**src/rtl/seven_seg_scan_n.sv**
```systemverilog
// Time-multiplexed N-digit seven-segment driver with double-buffered BCD frame and leading-zero blanking.
// Optional macro SEG_HEX_EN: show hex glyphs A..F for nibbles 10..15 (otherwise segments a..g stay dark).
module seven_seg_scan_n #(
  parameter int NUM_DIGITS = 4,
  parameter int SCAN_DIV   = 100000,
  parameter int BLANK_LEAD = 1
) (
  input  logic                    clk,
  input  logic                    rst_n,
  input  logic [4*NUM_DIGITS-1:0] digits,
  input  logic [NUM_DIGITS-1:0]   dp,
  input  logic                    load,
  input  logic                    enable,
  output logic [7:0]              seg_n,
  output logic [NUM_DIGITS-1:0]   an_n,
  output logic                    frame_tick
);

  localparam int PW = (SCAN_DIV > 1) ? $clog2(SCAN_DIV) : 1;
  localparam int IW = (NUM_DIGITS > 1) ? $clog2(NUM_DIGITS) : 1;

  logic [PW-1:0]           presc_q, presc_d;
  logic [IW-1:0]           idx_q, idx_d;
  logic [4*NUM_DIGITS-1:0] pend_dig_q, disp_dig_q;
  logic [NUM_DIGITS-1:0]   pend_dp_q, disp_dp_q;
  logic [7:0]              seg_q, seg_d;
  logic [NUM_DIGITS-1:0]   an_q, an_d;
  logic                    tick_q, tick_d;

  logic                    presc_wrap, idx_last, commit;
  logic [3:0]              cur_nib;
  logic                    cur_dp, cur_blank;
  logic [NUM_DIGITS-1:0]   blank_mask;

  function automatic logic [6:0] glyph(input logic [3:0] n);
    case (n)
      4'd0:    glyph = 7'h3F;
      4'd1:    glyph = 7'h06;
      4'd2:    glyph = 7'h5B;
      4'd3:    glyph = 7'h4F;
      4'd4:    glyph = 7'h66;
      4'd5:    glyph = 7'h6D;
      4'd6:    glyph = 7'h7D;
      4'd7:    glyph = 7'h07;
      4'd8:    glyph = 7'h7F;
      4'd9:    glyph = 7'h67;
`ifdef SEG_HEX_EN
      4'd10:   glyph = 7'h77;
      4'd11:   glyph = 7'h7C;
      4'd12:   glyph = 7'h39;
      4'd13:   glyph = 7'h5E;
      4'd14:   glyph = 7'h79;
      4'd15:   glyph = 7'h71;
`else
      4'd10, 4'd11, 4'd12, 4'd13, 4'd14, 4'd15: glyph = 7'h00;
`endif
      default: glyph = 7'h00;
    endcase
  endfunction

  // A digit is blanked only while it and everything to its left is a zero nibble with no dp.
  function automatic logic [NUM_DIGITS-1:0] lead_blank(input logic [4*NUM_DIGITS-1:0] nib,
                                                       input logic [NUM_DIGITS-1:0]   pts);
    logic run;
    lead_blank = '0;
    run        = 1'b1;
    for (int i = NUM_DIGITS - 1; i >= 1; i--) begin
      run           = run && (nib[4*i +: 4] == 4'd0) && !pts[i];
      lead_blank[i] = run;
    end
  endfunction

  always_comb begin
    presc_wrap = (presc_q == PW'(SCAN_DIV - 1));
    idx_last   = (idx_q == IW'(NUM_DIGITS - 1));
    commit     = presc_wrap && idx_last;
    presc_d    = presc_wrap ? '0 : presc_q + 1'b1;
    idx_d      = idx_q;
    if (presc_wrap) begin
      idx_d = idx_last ? '0 : idx_q + 1'b1;
    end
    tick_d = commit;
  end

  always_comb begin
    blank_mask = (BLANK_LEAD != 0) ? lead_blank(disp_dig_q, disp_dp_q) : '0;
    cur_nib    = 4'd0;
    cur_dp     = 1'b0;
    cur_blank  = 1'b0;
    for (int k = 0; k < NUM_DIGITS; k++) begin
      if (idx_q == IW'(k)) begin
        cur_nib   = disp_dig_q[4*k +: 4];
        cur_dp    = disp_dp_q[k];
        cur_blank = blank_mask[k];
      end
    end
  end

  // Slot position 0 is the anti-ghost dead cycle: nothing lit while the anode changes.
  always_comb begin
    seg_d = 8'hFF;
    an_d  = '1;
    if (enable && (presc_q != '0)) begin
      for (int k = 0; k < NUM_DIGITS; k++) begin
        an_d[k] = (idx_q != IW'(k));
      end
      if (!cur_blank) begin
        seg_d = ~{cur_dp, glyph(cur_nib)};
      end
    end
  end

  always_ff @(posedge clk or negedge rst_n) begin
    if (!rst_n) begin
      presc_q    <= '0;
      idx_q      <= '0;
      pend_dig_q <= '0;
      pend_dp_q  <= '0;
      disp_dig_q <= '0;
      disp_dp_q  <= '0;
      seg_q      <= 8'hFF;
      an_q       <= '1;
      tick_q     <= 1'b0;
    end else begin
      presc_q <= presc_d;
      idx_q   <= idx_d;
      seg_q   <= seg_d;
      an_q    <= an_d;
      tick_q  <= tick_d;
      if (load) begin
        pend_dig_q <= digits;
        pend_dp_q  <= dp;
      end
      // Commit takes the pending value held before this edge; a same-edge load waits a frame.
      if (commit) begin
        disp_dig_q <= pend_dig_q;
        disp_dp_q  <= pend_dp_q;
      end
    end
  end

  assign seg_n      = seg_q;
  assign an_n       = an_q;
  assign frame_tick = tick_q;

endmodule

```
**config.mk**
```make
export PLATFORM = sky130hd
export DESIGN_NAME = seven_seg_scan_n
export DESIGN_NICKNAME = d
export VERILOG_FILES = /design/src/rtl/seven_seg_scan_n.sv
export SDC_FILE = /design/constraint.sdc
export NUM_CORES = 1
export LEC_CHECK = 0
export ABC_CLOCK_PERIOD_IN_PS = 3300
export BUFFER_PORTS_ARGS = -buffer_cell sky130_fd_sc_hd__clkbuf_2
export CORE_UTILIZATION = 25
export DETAILED_ROUTE_END_ITERATION = 16
export SETUP_SLACK_MARGIN = 0.02
export SYNTH_ARGS = -nofsm -noshare
export SYNTH_HDL_FRONTEND = slang
export SYNTH_SLANG_ARGS = --single-unit
```
**constraint.sdc**
```tcl
create_clock -name clk -period 3.3 [get_ports clk]
set_input_delay 0.165 -clock clk [delete_from_list [all_inputs] [get_ports clk]]
set_output_delay 0.165 -clock clk [all_outputs]
set_load 0.02 [all_outputs]
```
# Word-level counts from Yosys, hierarchy flattened
# Memories as Yosys holds them, arrays and structs flattened.
# Cells that the tools add are included.
# W data, S select, Z words.
dict set report classes {
  bitwise_logic 1
  n_shift 0
  n_mux 18
  magnitude_cmp 0
  mul 0
  add_sub_neg 2
  eq_ne 7
  div_mod_pow 0
  reduce_logical 16
}
# op count
set op_table {}
lappend op_table {{$mux W4} 5}
lappend op_table {{$add A17 B1 Y17 const B} 1}
lappend op_table {{$eq A17 B17 Y1 const B} 1}
lappend op_table {{$mux W17} 1}
lappend op_table {{$reduce_bool A17 Y1} 1}
lappend op_table {{$mux W8} 2}
lappend op_table {{$mux W7} 2}
lappend op_table {{$logic_not A4 Y1} 3}
lappend op_table {{$not A8 Y8} 1}
lappend op_table {{$logic_and A1 B1 Y1} 7}
lappend op_table {{$mux W1} 7}
lappend op_table {{$eq A2 B2 Y1 const B} 2}
lappend op_table {{$ne A2 B2 Y1 const B} 2}
lappend op_table {{$logic_not A1 Y1} 3}
lappend op_table {{$add A2 B1 Y2 const B} 1}
lappend op_table {{$eq A2 B1 Y1 const B} 1}
lappend op_table {{$logic_not A2 Y1} 1}
lappend op_table {{$mux W2} 1}
lappend op_table {{$ne A2 B1 Y1 const B} 1}
lappend op_table {{$reduce_bool A2 Y1} 1}
dict set report word_totals {
  inputBits 24
  latch_bits 0
  rom_bits 112
  mem_count 1
  word_cells 54
  ramBits 0
  reg_bits 72
  out_inout_bits 13
}
# name depth word_bits rd rd_ports_with_merged_regs write_ports line_no
set mem_list {}
lappend mem_list {{(name not given)} 16 7 1 0 0 36} ;# case (n)

# Logic depth before layout (Yosys ltp)
dict set report logic_depth {
  depth_word 14
  ltp_mapped 11
  mapped_depth_nobuf 10
}

# Worst setup path before layout
# No wires, ideal clock.
dict set report synth_timing {
  kind {flip-flop to flip-flop}
  from {reg idx_q[0]}
  to {reg seg_q[3] (netlist: seg_n[3])}
  setup_time_ps 81
  n_path_buf 0
  period_less_slack_ps 2186
  path_stages_with_launch 11
  arrival_time_ps 2104
  required_time_ps 3219
  setup_slack_ps 1114
  cell_sequence {dfrtp_1 > inv_1 > ha_1 > nor2b_1 > a221oi_1 > nor3_1 > a21oi_1 > ha_1 > nor3_1 > a221oi_1 > o211ai_1}
}
dict set report synth_between {
  elab_chain_len 11
  word_cells_on_any_way 17
  classes_between {3 x eq/ne; 11 x mux; 1 x bitwise; 1 x reduce/logical; 1 x memory}
}
# element line_no
set synth_lines {}
lappend synth_lines {{start: declaration} 23} ;# logic [IW-1:0] idx_q, idx_d;
lappend synth_lines {{start signal: assignment} 126} ;# idx_q <= idx_d;
lappend synth_lines {{$logic_not A2 Y1} 91} ;# if (idx_q == IW'(k)) begin
lappend synth_lines {{$mux W4 (4 in series)} 91}
lappend synth_lines {{$mem_v2 Z16 W7} n/a}
lappend synth_lines {{$mux W7} 107} ;# if (!cur_blank) begin
lappend synth_lines {{$mux W7} 103} ;# if (enable && (presc_q != '0)) begin
lappend synth_lines {{$not A8 Y8} 108} ;# seg_d = ~{cur_dp, glyph(cur_nib)};
lappend synth_lines {{$mux W8 *} 107}
lappend synth_lines {{$mux W8 *} 103}
lappend synth_lines {{named net seg_d[3]} 26} ;# logic [7:0] seg_q, seg_d;
lappend synth_lines {{end signal: assignment} 127} ;# seg_q <= seg_d;
lappend synth_lines {{end: declaration} 26}
# The timed path passes the listed nets; every way through them passes the cells marked *. The select of a mux whose other input is x is not followed.
# A chain may end at the register's enable or synchronous reset.

# Worst setup path in the final report
dict set report layout_timing {
  from {reg idx_q[1]}
  to {reg seg_q[3] (netlist: seg_n[3])}
}
# The elaborated chain is that of the path after synthesis.

==> out/metrics.cfg <==
[worst_setup_path]
r2r-start = idx_q[1]
cp_slowest_cell = dfrtp_1
cp_max_fo = 11
r2r_slack_ns = 0.69
r2r_end = seg_n[3]
crit_arrival_ns = 2.87
worstSetupPathType = register to register
crit_path_start_kind = register
setup.worst_path.start = idx_q[1]
path_cells = inv_1 -> ha_1 -> nor2b_1 -> a221oi_1 -> nor3_1 -> a21oi_1 -> ha_1 -> nor3_1 -> a221oi_1 -> o211ai_1
endpoint_kind = register
slowest_delay_ns = 0.41
reg2reg_depth = 10
crit_required_ns = 3.55

[yosys]
yosys.area.top_type = dfrtp_1
seq_area_frac_synth = 0.529
ys.flop_type = dfrtp_1
syn_nets = 307
yosysWarnings = 0
synthTopCellsByArea = dfrtp_1 (44%), dfstp_2 (9.2%), mux2_4 (8.7%)
async_flop_share = 1.00
synth_seq_cells = 72
synthDistinctLibCells = 47
synth_area_um2 = 3440
synth-edff-count = 0
postSynthAreaPerCell_um2 = 12.7
syn_inst = 271
yosysTopAreaCellShare = 0.437

[clock_network]
insertion_delay_ns = 0.33
tritoncts = done
htreeDepth = 3
post_cts_buffers = 0
cts_buffers = 9
clk_pin_slew_ns = 0.05
clock_path_buffers = 2
cts_root_buffer = clkbuf_16
clock-sinks = 72
cts.repair.resized = 0
cts_hold_buf = 0

[finish]
final_cell_mix = dfrtp_1 (60), clkbuf_2 (35), mux2_2 (21)
drive_above_1_share = 0.348
antenna_cells = 0
layout_commonest_cell = dfrtp_1
num-nets-final = 345
area_growth_pct = 17.5
ff_latch_area_um2 = 1820
multiInputGateArea_um2 = 1520
num-fill-cells = 1392

[die]
design.die.area_um2 = 14200
die_w_um = 119
io_pins = 37
initial_core_util = 0.257
rows = 42
core_area_um2 = 13300
die_height_um = 119

[timing]
layout_min_cycle_time_ns = 2.61
rsz0062_at_grt = false
slew_violations = 0
max_freq_mhz = 382
hold_viol = 0
setup_viol = 0
fin_skew_ns = 0.00663
setup_tns_ns = 0
period_share = 0.792
tightest_slew_ns = 1.03
slew_headroom = 0.313

[routing]
dr_total_vias = 2237
wl_um = 6770
wl_per_cell_um = 13.8
drtPass1Iterations = 4
ant_nets = 0
drc_errors = 0
drtIter0Drc = 174
vias_per_cell = 4.57

[run_status]
outcome = complete, no violations

[hold_path]
min_path_type = input port to async pin

[job]
drv_cap = 0

[power_and_ir_drop]
p_per_area_nw_per_um2 = 456
peakVddDrop_uv = 272
power_mw = 1.84
power.leakage_nw = 1.85

[place]
port_buffers = 36
place_congestion = 0.814
dp_hpwl_um = 4970

[global_routing]
antenna_found_initial = 0
grt_max_degree = 48
grt_overflow = 0
grt_pass1_vias = 2318
grt_pass1_wl_um = 11900
grtUsageTotal = 0.108

layout make-up:
type	instances	area share
inverter	10	0.00929
tap	176	0.0545
timing repair buffer	37	0.0465
clock inverter	4	0.00557
multi-input combinational	179	0.377
clock buffer	11	0.0576
sequential	72	0.450
synth_stat cells (2+ instances only):
cell,instances
buf_2,3
xnor2_1,10
or4_1,3
buf_6,2
nand2_1,11
o211ai_1,5
dfrtp_1,60
nor3_1,10
a221o_1,2
nor2b_1,6
mux2_2,21
and4_1,2
a211oi_1,3
o31ai_1,2
nor4_1,3
xor2_1,4
nand4b_1,2
o21ai_0,3
mux2_4,20
dfstp_2,12
a221oi_1,5
nand3b_1,3
ha_1,12
nand4_1,3
inv_1,10
clkbuf_1,4
a21oi_1,3
and3_1,5
nand3_1,11
nor3b_1,3
nor2_1,12
layer usage:
layer  global-route usage  share of wire
met5                    0              0
met4               0.0451          0.017
met3               0.0345          0.051
met2                0.152           0.43
met1                0.152           0.50
registers in the layout (all words and copies together), names as in the netlist:
signal,cells
idx_q,2
pend_dig_q,16
an_n,4
disp_dig_q,16
seg_n,8
disp_dp_q,4
presc_q,17
pend_dp_q,4
frame_tick,1
per-stage QoR:
step | setup slack (ns) | instance area, µm² | instances | hold WS (ns) | util
5_1_grt | 0.441 | 4040 | 489 | 0.0608 | 0.303
3_3_place_gp | 0.893 | 3780 | 474 | 0.391 | 0.284
4_1_cts | 0.693 | 4040 | 489 | 0.0552 | 0.303
3_5_place_dp | 0.707 | 3780 | 474 | 0.404 | 0.284
6_report | 0.685 | 4040 | 489 | 0.0224 | 0.303
2_1_floorplan | 1.11 | 3440 | 271 | -0.131 | -
worst max path at each step:
stage          endpoint  slack (ns)  depth (start not counted)
6_report       seg_n[3]        0.69                         10
4_1_cts        seg_n[3]        0.69                         10
3_3_place_gp   seg_n[3]        0.89                         10
3_5_place_dp   seg_n[3]        0.71                         10
2_1_floorplan  seg_n[3]        1.11                         10
5_1_grt        seg_n[3]        0.44                         10
where the power goes:
group	internal, mW	switching, mW
clock network	0.499	0.335
registers	0.917	0.0139
logic	0.0376	0.0411
total	1.45	0.390
worst max-delay path, delay by kind of cell (launching register included):
kind	cells	cell delay, ns
DFF	1	0.41
adders and majority gates	2	0.67
buffers and inverters	1	0.10
and+or+nand+nor	3	0.41
AOI/OAI and AO/OA	4	0.95
logic make-up (layout without fill, tap and decap cells):
group,Yosys count,after routing,share of synthesized area
DFF,72,72,0.529
AOI/OAI and AO/OA,31,31,0.0692
muxes,41,41,0.156
xor gates and xnor gates,14,14,0.0357
and+or+nand+nor,81,81,0.138
adders and majority gates,12,12,0.0437
buffers and inverters,20,62,0.0284
Power figures use the tool's default switching activity.
